==> src/rtl/maze_pkg.sv <==
// Shared types and default sizing for the maze path stack.
package maze_pkg;

   localparam int unsigned DEFAULT_ADDR_WIDTH = 8;
   localparam int unsigned DEFAULT_DEPTH      = 256;
   localparam int unsigned MOVE_W             = 2;

   // Encoded solver move
   typedef enum logic [MOVE_W-1:0] {
      MOVE_RIGHT = 2'b00,
      MOVE_DOWN  = 2'b01,
      MOVE_LEFT  = 2'b10,
      MOVE_UP    = 2'b11
   } move_t;

   // Control FSM states
   typedef enum logic [1:0] {
      COLLECT  = 2'b00,
      REPLAY   = 2'b01,
      FINISHED = 2'b10
   } state_t;

endpackage

==> src/rtl/path_stack_mem.sv <==
// DEPTH x move_t register file: one write port, two combinational read ports.
module stack_mem
   import maze_pkg::*;
#(
   parameter int unsigned DEPTH      = DEFAULT_DEPTH,
   parameter int unsigned ADDR_WIDTH = DEFAULT_ADDR_WIDTH
) (
   input  logic                  clk,
   input  logic                  wr_en,
   input  logic [ADDR_WIDTH-1:0] wr_addr,
   input  move_t                 wr_data,
   input  logic [ADDR_WIDTH-1:0] top_addr,
   output move_t                 top_data_c,
   input  logic [ADDR_WIDTH-1:0] rep_addr,
   output move_t                 rep_data_c
);

   move_t mem [DEPTH];

   // Storage is intentionally not reset
   always_ff @(posedge clk) begin
      if (wr_en) begin
         mem[wr_addr] <= wr_data;
      end
   end

   assign top_data_c = mem[top_addr];
   assign rep_data_c = mem[rep_addr];

endmodule

==> src/rtl/path_stack.sv <==
// Move stack for a maze solver: collects moves with backtracking, then replays
// the stored path bottom to top, one move per cycle.
module path_stack
   import maze_pkg::*;
#(
   parameter int unsigned DEPTH      = DEFAULT_DEPTH,
   parameter int unsigned ADDR_WIDTH = DEFAULT_ADDR_WIDTH
) (
   input  logic                  clk,
   input  logic                  rst,
   input  logic                  start,
   input  logic                  push,
   input  logic                  pop,
   input  logic [1:0]            push_move,
   input  logic                  run,
   output logic [1:0]            top_move,
   output logic                  empty,
   output logic                  full,
   output logic                  overflow,
   output logic [1:0]            move,
   output logic                  move_valid,
   output logic                  replay_done,
   output logic [ADDR_WIDTH:0]   count
);

   localparam int unsigned AW  = ADDR_WIDTH;
   localparam int unsigned SPW = ADDR_WIDTH + 1;

   state_t         state_q, state_d;
   logic [SPW-1:0] sp_q, sp_d;
   logic [SPW-1:0] rd_ptr_q, rd_ptr_d;
   move_t          move_q, move_d;
   logic           move_valid_q, move_valid_d;
   logic           replay_done_q, replay_done_d;
   logic           overflow_q, overflow_d;

   logic           wr_en;
   logic [AW-1:0]  wr_addr;
   move_t          wr_data;
   logic [AW-1:0]  top_addr;
   logic [AW-1:0]  rep_addr;
   move_t          top_data_c;
   move_t          rep_data_c;
   logic           is_empty;
   logic           is_full;
   logic [SPW-1:0] rd_next;

   assign is_empty = (sp_q == '0);
   assign is_full  = (sp_q == SPW'(DEPTH));
   assign rd_next  = rd_ptr_q + SPW'(1);
   assign top_addr = AW'(sp_q - SPW'(1));
   // rd_ptr tracks the entry currently on move; the port prefetches the next one
   assign rep_addr = (state_q == REPLAY) ? AW'(rd_next) : '0;

   stack_mem #(
      .DEPTH      (DEPTH),
      .ADDR_WIDTH (ADDR_WIDTH)
   ) u_mem (
      .clk        (clk),
      .wr_en      (wr_en & ~rst),
      .wr_addr    (wr_addr),
      .wr_data    (wr_data),
      .top_addr   (top_addr),
      .top_data_c (top_data_c),
      .rep_addr   (rep_addr),
      .rep_data_c (rep_data_c)
   );

   // Next-state, stack update and replay output selection
   always_comb begin
      state_d       = state_q;
      sp_d          = sp_q;
      rd_ptr_d      = rd_ptr_q;
      move_d        = move_q;
      move_valid_d  = 1'b0;
      replay_done_d = replay_done_q;
      overflow_d    = overflow_q;
      wr_en         = 1'b0;
      wr_addr       = AW'(sp_q);
      wr_data       = move_t'(push_move);

      if (start) begin
         state_d       = COLLECT;
         sp_d          = '0;
         rd_ptr_d      = '0;
         replay_done_d = 1'b0;
         overflow_d    = 1'b0;
      end else begin
         case (state_q)
            COLLECT: begin
               if (push && pop && !is_empty) begin
                  wr_en   = 1'b1;
                  wr_addr = top_addr;
               end else if (push) begin
                  if (is_full) begin
                     overflow_d = 1'b1;
                  end else begin
                     wr_en = 1'b1;
                     sp_d  = sp_q + SPW'(1);
                  end
               end else if (pop && !is_empty) begin
                  sp_d = sp_q - SPW'(1);
               end

               // Replay length includes any push accepted this same cycle
               if (run) begin
                  rd_ptr_d = '0;
                  if (sp_d == '0) begin
                     state_d       = FINISHED;
                     replay_done_d = 1'b1;
                  end else begin
                     state_d      = REPLAY;
                     move_valid_d = 1'b1;
                     move_d       = (wr_en && (wr_addr == '0)) ? wr_data : rep_data_c;
                  end
               end
            end

            REPLAY: begin
               if (rd_next == sp_q) begin
                  state_d       = FINISHED;
                  replay_done_d = 1'b1;
               end else begin
                  move_valid_d = 1'b1;
                  move_d       = rep_data_c;
                  rd_ptr_d     = rd_next;
               end
            end

            FINISHED: begin
            end

            default: begin
               state_d = COLLECT;
            end
         endcase
      end
   end

   // State and control registers
   always_ff @(posedge clk) begin
      if (rst) begin
         state_q       <= COLLECT;
         sp_q          <= '0;
         rd_ptr_q      <= '0;
         move_q        <= MOVE_RIGHT;
         move_valid_q  <= 1'b0;
         replay_done_q <= 1'b0;
         overflow_q    <= 1'b0;
      end else begin
         state_q       <= state_d;
         sp_q          <= sp_d;
         rd_ptr_q      <= rd_ptr_d;
         move_q        <= move_d;
         move_valid_q  <= move_valid_d;
         replay_done_q <= replay_done_d;
         overflow_q    <= overflow_d;
      end
   end

   assign top_move    = is_empty ? 2'b00 : top_data_c;
   assign empty       = is_empty;
   assign full        = is_full;
   assign count       = sp_q;
   assign overflow    = overflow_q;
   assign move        = move_q;
   assign move_valid  = move_valid_q;
   assign replay_done = replay_done_q;

endmodule

==> config.mk <==
export PLATFORM = sky130hd
export DESIGN_NAME = path_stack
export DESIGN_NICKNAME = d
export VERILOG_FILES = /design/src/rtl/maze_pkg.sv /design/src/rtl/path_stack_mem.sv /design/src/rtl/path_stack.sv
export SDC_FILE = /design/constraint.sdc
export NUM_CORES = 1
export LEC_CHECK = 0
export ABC_AREA = 0
export BUFFER_PORTS_ARGS = -buffer_cell sky130_fd_sc_hd__buf_2
export CAP_MARGIN = 40
export CORE_AREA = 2 2 212 214
export CTS_BUF_LIST = sky130_fd_sc_hd__clkbuf_4
export CTS_CLUSTER_DIAMETER = 100
export DETAILED_ROUTE_END_ITERATION = 10
export DIE_AREA = 0 0 214 216
export GPL_ROUTABILITY_DRIVEN = 0
export PLACE_DENSITY = 0.83
export SYNTH_ARGS = -nofsm -noshare
export SYNTH_HDL_FRONTEND = slang
export SYNTH_SLANG_ARGS = --single-unit
==> constraint.sdc <==
create_clock -name clk -period 5.3 [get_ports clk]
set_input_delay 0.53 -clock clk [delete_from_list [all_inputs] [get_ports clk]]
set_output_delay 0.53 -clock clk [all_outputs]
set_load 0.05 [all_outputs]
* Word level (Yosys, flattened, before mapping)
Memories as Yosys holds them, arrays and structs flattened.
Cells that the tools add are included.
W data, S select, Z words.
** Storage, ports and cells
- Memories :: 1
- Output and inout port bits :: 18
- Memory bits (writable) :: 512
- Register bits after elaboration :: 25
- Bits of input ports :: 8
- Logic and storage cells :: 83
** Cells by class
- Bitwise operators :: 5
- Mux-type cells :: 42
- Reduce and logical (&&, ||, !) cells :: 16
- Eq/ne operators :: 9
- $add $sub $neg :: 3
** Memory list
- u_mem.mem :: words 256, bits a word 2, read ports 2, clocked after memory_dff 0, wr ports 1, line path_stack_mem.sv:18 : move_t mem [DEPTH];
** Operators with widths (count)
- $mux W9 :: 8
- $mux W8 :: 6
- $add A9 B1 Y9 const B :: 2
- $logic_not A9 Y1 :: 2
- $pmux W9 S2 :: 1
- $mux W2 :: 8
- $mux W1 :: 15
- $eq A9 B9 Y1 :: 1
- $eq A9 B9 Y1 const B :: 1
- $sub A9 B1 Y9 const B :: 1
- $logic_not A8 Y1 :: 1
- $ne A2 B2 Y1 const B :: 4
- $reduce_and A4 Y1 :: 2
- $pmux W2 S3 :: 1
- $reduce_and A3 Y1 :: 2
- $reduce_and A5 Y1 :: 1
- $logic_and A1 B1 Y1 :: 4
- $not A1 Y1 :: 4
- $pmux W1 S2 :: 2
- $pmux W2 S2 :: 1
- $eq A2 B1 Y1 const B :: 1
- $eq A2 B2 Y1 const B :: 1
- $logic_not A2 Y1 :: 1
- $ne A2 B1 Y1 const B :: 1
- 4 further kinds :: 4

* Depth between registers and ports, before layout
- Depth after elaboration :: 12
- Gate-level depth with buffers :: 16
- Depth with buffers taken out :: 11

* Cells and area by module
A second synthesis with hierarchy kept.
** Unflattened totals
- Cells, all modules :: 1976
- Area, all modules :: 28137.0 µm²
** By module, submodules not included
- stack_mem :: seq. area each 15374.7 µm², instances 1, area each 25662.1 µm², cells an instance 1651
- path_stack :: seq. area each 500.5 µm², instances 1, area each 2474.9 µm², cells an instance 325

* Worst setup path after synthesis
OpenSTA, ideal clock, no wires.
- Kind :: reg-to-output
- Start :: reg sp_q[0], in the netlist count[0]
- End :: out top_move[0]
- Path slack :: 438 ps
- Arrival time :: 4332 ps
- Buffers on the path :: 4
- Data required time :: 4770 ps
- Stages on the path, launching flop included :: 12
- Path through :: dfxtp_1 -> clkbuf_1 -> buf_2 -> buf_2 -> clkinv_1 -> ha_1 -> xnor2_1 -> clkbuf_1 -> mux4_2 -> mux4_2 -> mux2i_1 -> o22ai_1
** On the way
- Cells in the longest elaborated chain, start to end :: 3
- Elaborated cells between the ends (all ways) :: 4
- Classes of those cells :: add/sub: 1; mux: 1; reduce/logical: 1; memory: 1
** RTL lines
- from (decl) :: line path_stack.sv:30 : logic [SPW-1:0] sp_q, sp_d;
- from (signal assigned) :: line path_stack.sv:152 : sp_q <= sp_d;
- $sub A9 B1 Y9
- $mem_v2 Z256 W2
- $mux W2 (*) :: line path_stack.sv:161 : assign top_move = is_empty ? 2'b00 : top_data_c;
- to (decl) :: line path_stack.sv:16 : output logic [1:0] top_move,
Every way passes the cells marked *; elsewhere a longest branch is shown, timed or not.

* Final worst setup path
- Start :: reg sp_q[2], in the netlist count[2]
- End :: out top_move[1]
Same word-level chain as after synthesis.

==> results.cfg <==
[die]
die_w_um = 214
start_util_pct = 64.2
dieArea_sq_um = 46200
die-height_um = 216
core_sq_um = 43800
num_rows = 77
pin_count = 26

[yosys]
synthArstFlopShare_pct = 0
synthTopCellsByArea = edfxtp_1 55%, mux4_2 14%, nor2_1 4.5%
synth_top_area_share_pct = 54.6
syn_nets = 2111
synth-seq-area-share_pct = 56.4
synth_edf_count = 512
avgSynthCellArea_sq_um = 13.4
synth_ff_type = edfxtp_1
syn-cell-area_sq_um = 28100
synth_seq_cells = 537
synth_top_area_cell = edfxtp_1
synthCells = 2099
yosysWarnings = 0
ys_types = 97

[route]
vias_per_cell = 7.84
drtIter0Drc = 4869
wl_per_cell_um = 32.4
drt_first_pass_iters = 7
num_vias = 22300
ant_nets = 0
drc = 0
routed_wl_mm = 92.0

[clock_tree]
clk_path_buf_depth = 3
cts_tree = yes
clk_latency_ps = 940
numCtsBuffers = 132
clk_pin_slew_ps = 70
h-tree-depth = 4
clk_root_buffer_cell = clkbuf_4
clock-sinks = 537

[grt]
grt_pass1_vias = 21500
gr-total-overflow = 0
grt_pass1_wl_mm = 135
grt_max_degree = 138
track_usage_pct = 39.8
antenna_found_initial = 5

[critical_path]
worstSetupStartpointType = flip-flop
critPathMaxFanout = 33
cp-startpoint = count[2]
r2r_start = count[2]
cp.required_ps = 4770
cp-end-kind = primary output
critPathKind = flip-flop to primary output
worst_ep_arrival_time_ps = 4730

[final_layout]
final_cell_mix = 512 x edfxtp_1, 340 x nor2_1, 183 x clkbuf_4, 180 x mux4_2, 105 x nand2_1
final_common_cell = edfxtp_1
stdcell_area_sq_um = 30800
fill_cells = 2795
nNetsFinal = 2169
seq_area_sq_um = 15900
final_cells = 2840
layout-drive-gt1-share_pct = 25.7
area_delta_synth_final_pct = 9.30
final_util_pct = 70.2
multi_input_area_sq_um = 11500

[run]
maxCapViolCount = 0

[power_and_ir_drop]
p_leak_nw = 9.29
p_per_area_nw_per_um2 = 349
totalPowerFinal_mw = 10.7
vdd_drop_max_mv = 0.222

[sta]
max_freq_mhz = 190
finalHoldViolCount = 0
layout_setup_ws_ps = 44.0
finalCritPeriodShare_pct = 99.2
slew_headroom_pct = 27.0
setup_violations = 0
tightest_slew_ps = 1090
setup_tns_ps = 0
final_max_slew_viol_count = 0
hold_slack_ps = 74.5
finalCriticalPeriod_ps = 5260
finClkSkew_ps = 64.4

[placed_design]
dp_hpwl_mm = 56.0
port-buffer-count = 25
placed_area_sq_um = 28900
dp.cells = 2603
post-place-ws_ps = 680

[hold_path]
hold_start = start
min_path_type = primary input to flip-flop

[run_status]
status = complete, no violations
[power breakdown]
group / leakage (nW) / switching [mW] / total (mW) / internal (mW)
Clock: 1.00 / 1.67 / 3.51 / 1.84
Sequential: 4.80 / 0.0387 / 4.69 / 4.66
Combinational: 3.49 / 1.52 / 2.53 / 1.01
Total: 9.29 / 3.24 / 10.7 / 7.50
[cell usage after synthesis, types with 7 or more instances]
cell       number
mux2_2         31
a22o_1          9
o21ai_0        64
nand3_1        22
and2_1          7
a221oi_1       32
nand2_2         8
and3_1         10
dfxtp_1        25
buf_2          73
nand4_1        11
mux2i_1        72
nor2_1        340
nand2_1       105
buf_4           8
nor3_1         25
o211ai_1       15
o221ai_1       35
a2bb2oi_1      12
nor4_1          7
mux4_2        180
nand3b_1        8
xnor2_1        24
inv_1          18
edfxtp_1      512
clkbuf_1       99
a211oi_1       25
nand2b_1        9
o22ai_1        74
o31ai_1         8
a31oi_1        10
a21oi_1        61
[final timing paths]
path         slack [ps]  cells after the start          endpoint
max                  40                      8       top_move[1]
min                  70                      3          count[7]
max reg2reg         880                      8  u_mem.mem[56][1]
min reg2reg         500                      1       replay_done
[metal layers]
metal,part of all wire (%),GRT usage [%],vias to the layer above
met5,0.11,1.04,-
met4,8.5,27.5,6
met3,18,18.0,692
met2,42,57.0,2649
met1,30,48.3,10300
li1,-,-,8579
[cell families (layout without fill, tap and decap cells)]
family	Yosys count	count (layout)	share of synthesized area, %
xor+xnor	35	35	1.30
other cells	0	3	0
compound gates	432	432	10.9
simple gates	599	599	9.67
flops	537	537	56.4
fa+ha+maj	4	4	0.178
mux	283	283	18.2
buf+inv	209	355	3.30
[state kept, by name, indices dropped and copies added (netlist names)]
register and flops:
u_mem.mem 512, state_q 2, overflow 1, rd_ptr_q 9
count 9, move_valid 1, move 2, replay_done 1
[area by class of cell]
class                      count  share of cell area (%)
tap                          592                    2.41
clock inverter                39                   0.944
antenna                        3                  0.0244
sequential                   537                    51.7
timing repair buffer         113                    3.02
clock buffer                 183                    4.47
multi-input combinational   1353                    37.2
inverter                      20                   0.244
[critical path, stage by stage (launching register included)]
cell	delay [ps]
dfxtp_1	910
nor3_2	180
xnor2_2	210
buf_4	620
mux4_2	500
mux4_2	620
mux2i_1	220
o22ai_1	230
buf_2	280
[repair_timing]
action	in CTS	in global routing
resized for setup	0	4
hold endpoints to repair	7	0
hold buffers	4	0
endpoints found under the setup margin	2	2
pin swaps	1	1
setup buffers	2	6
Power figures use the tool's default switching activity.
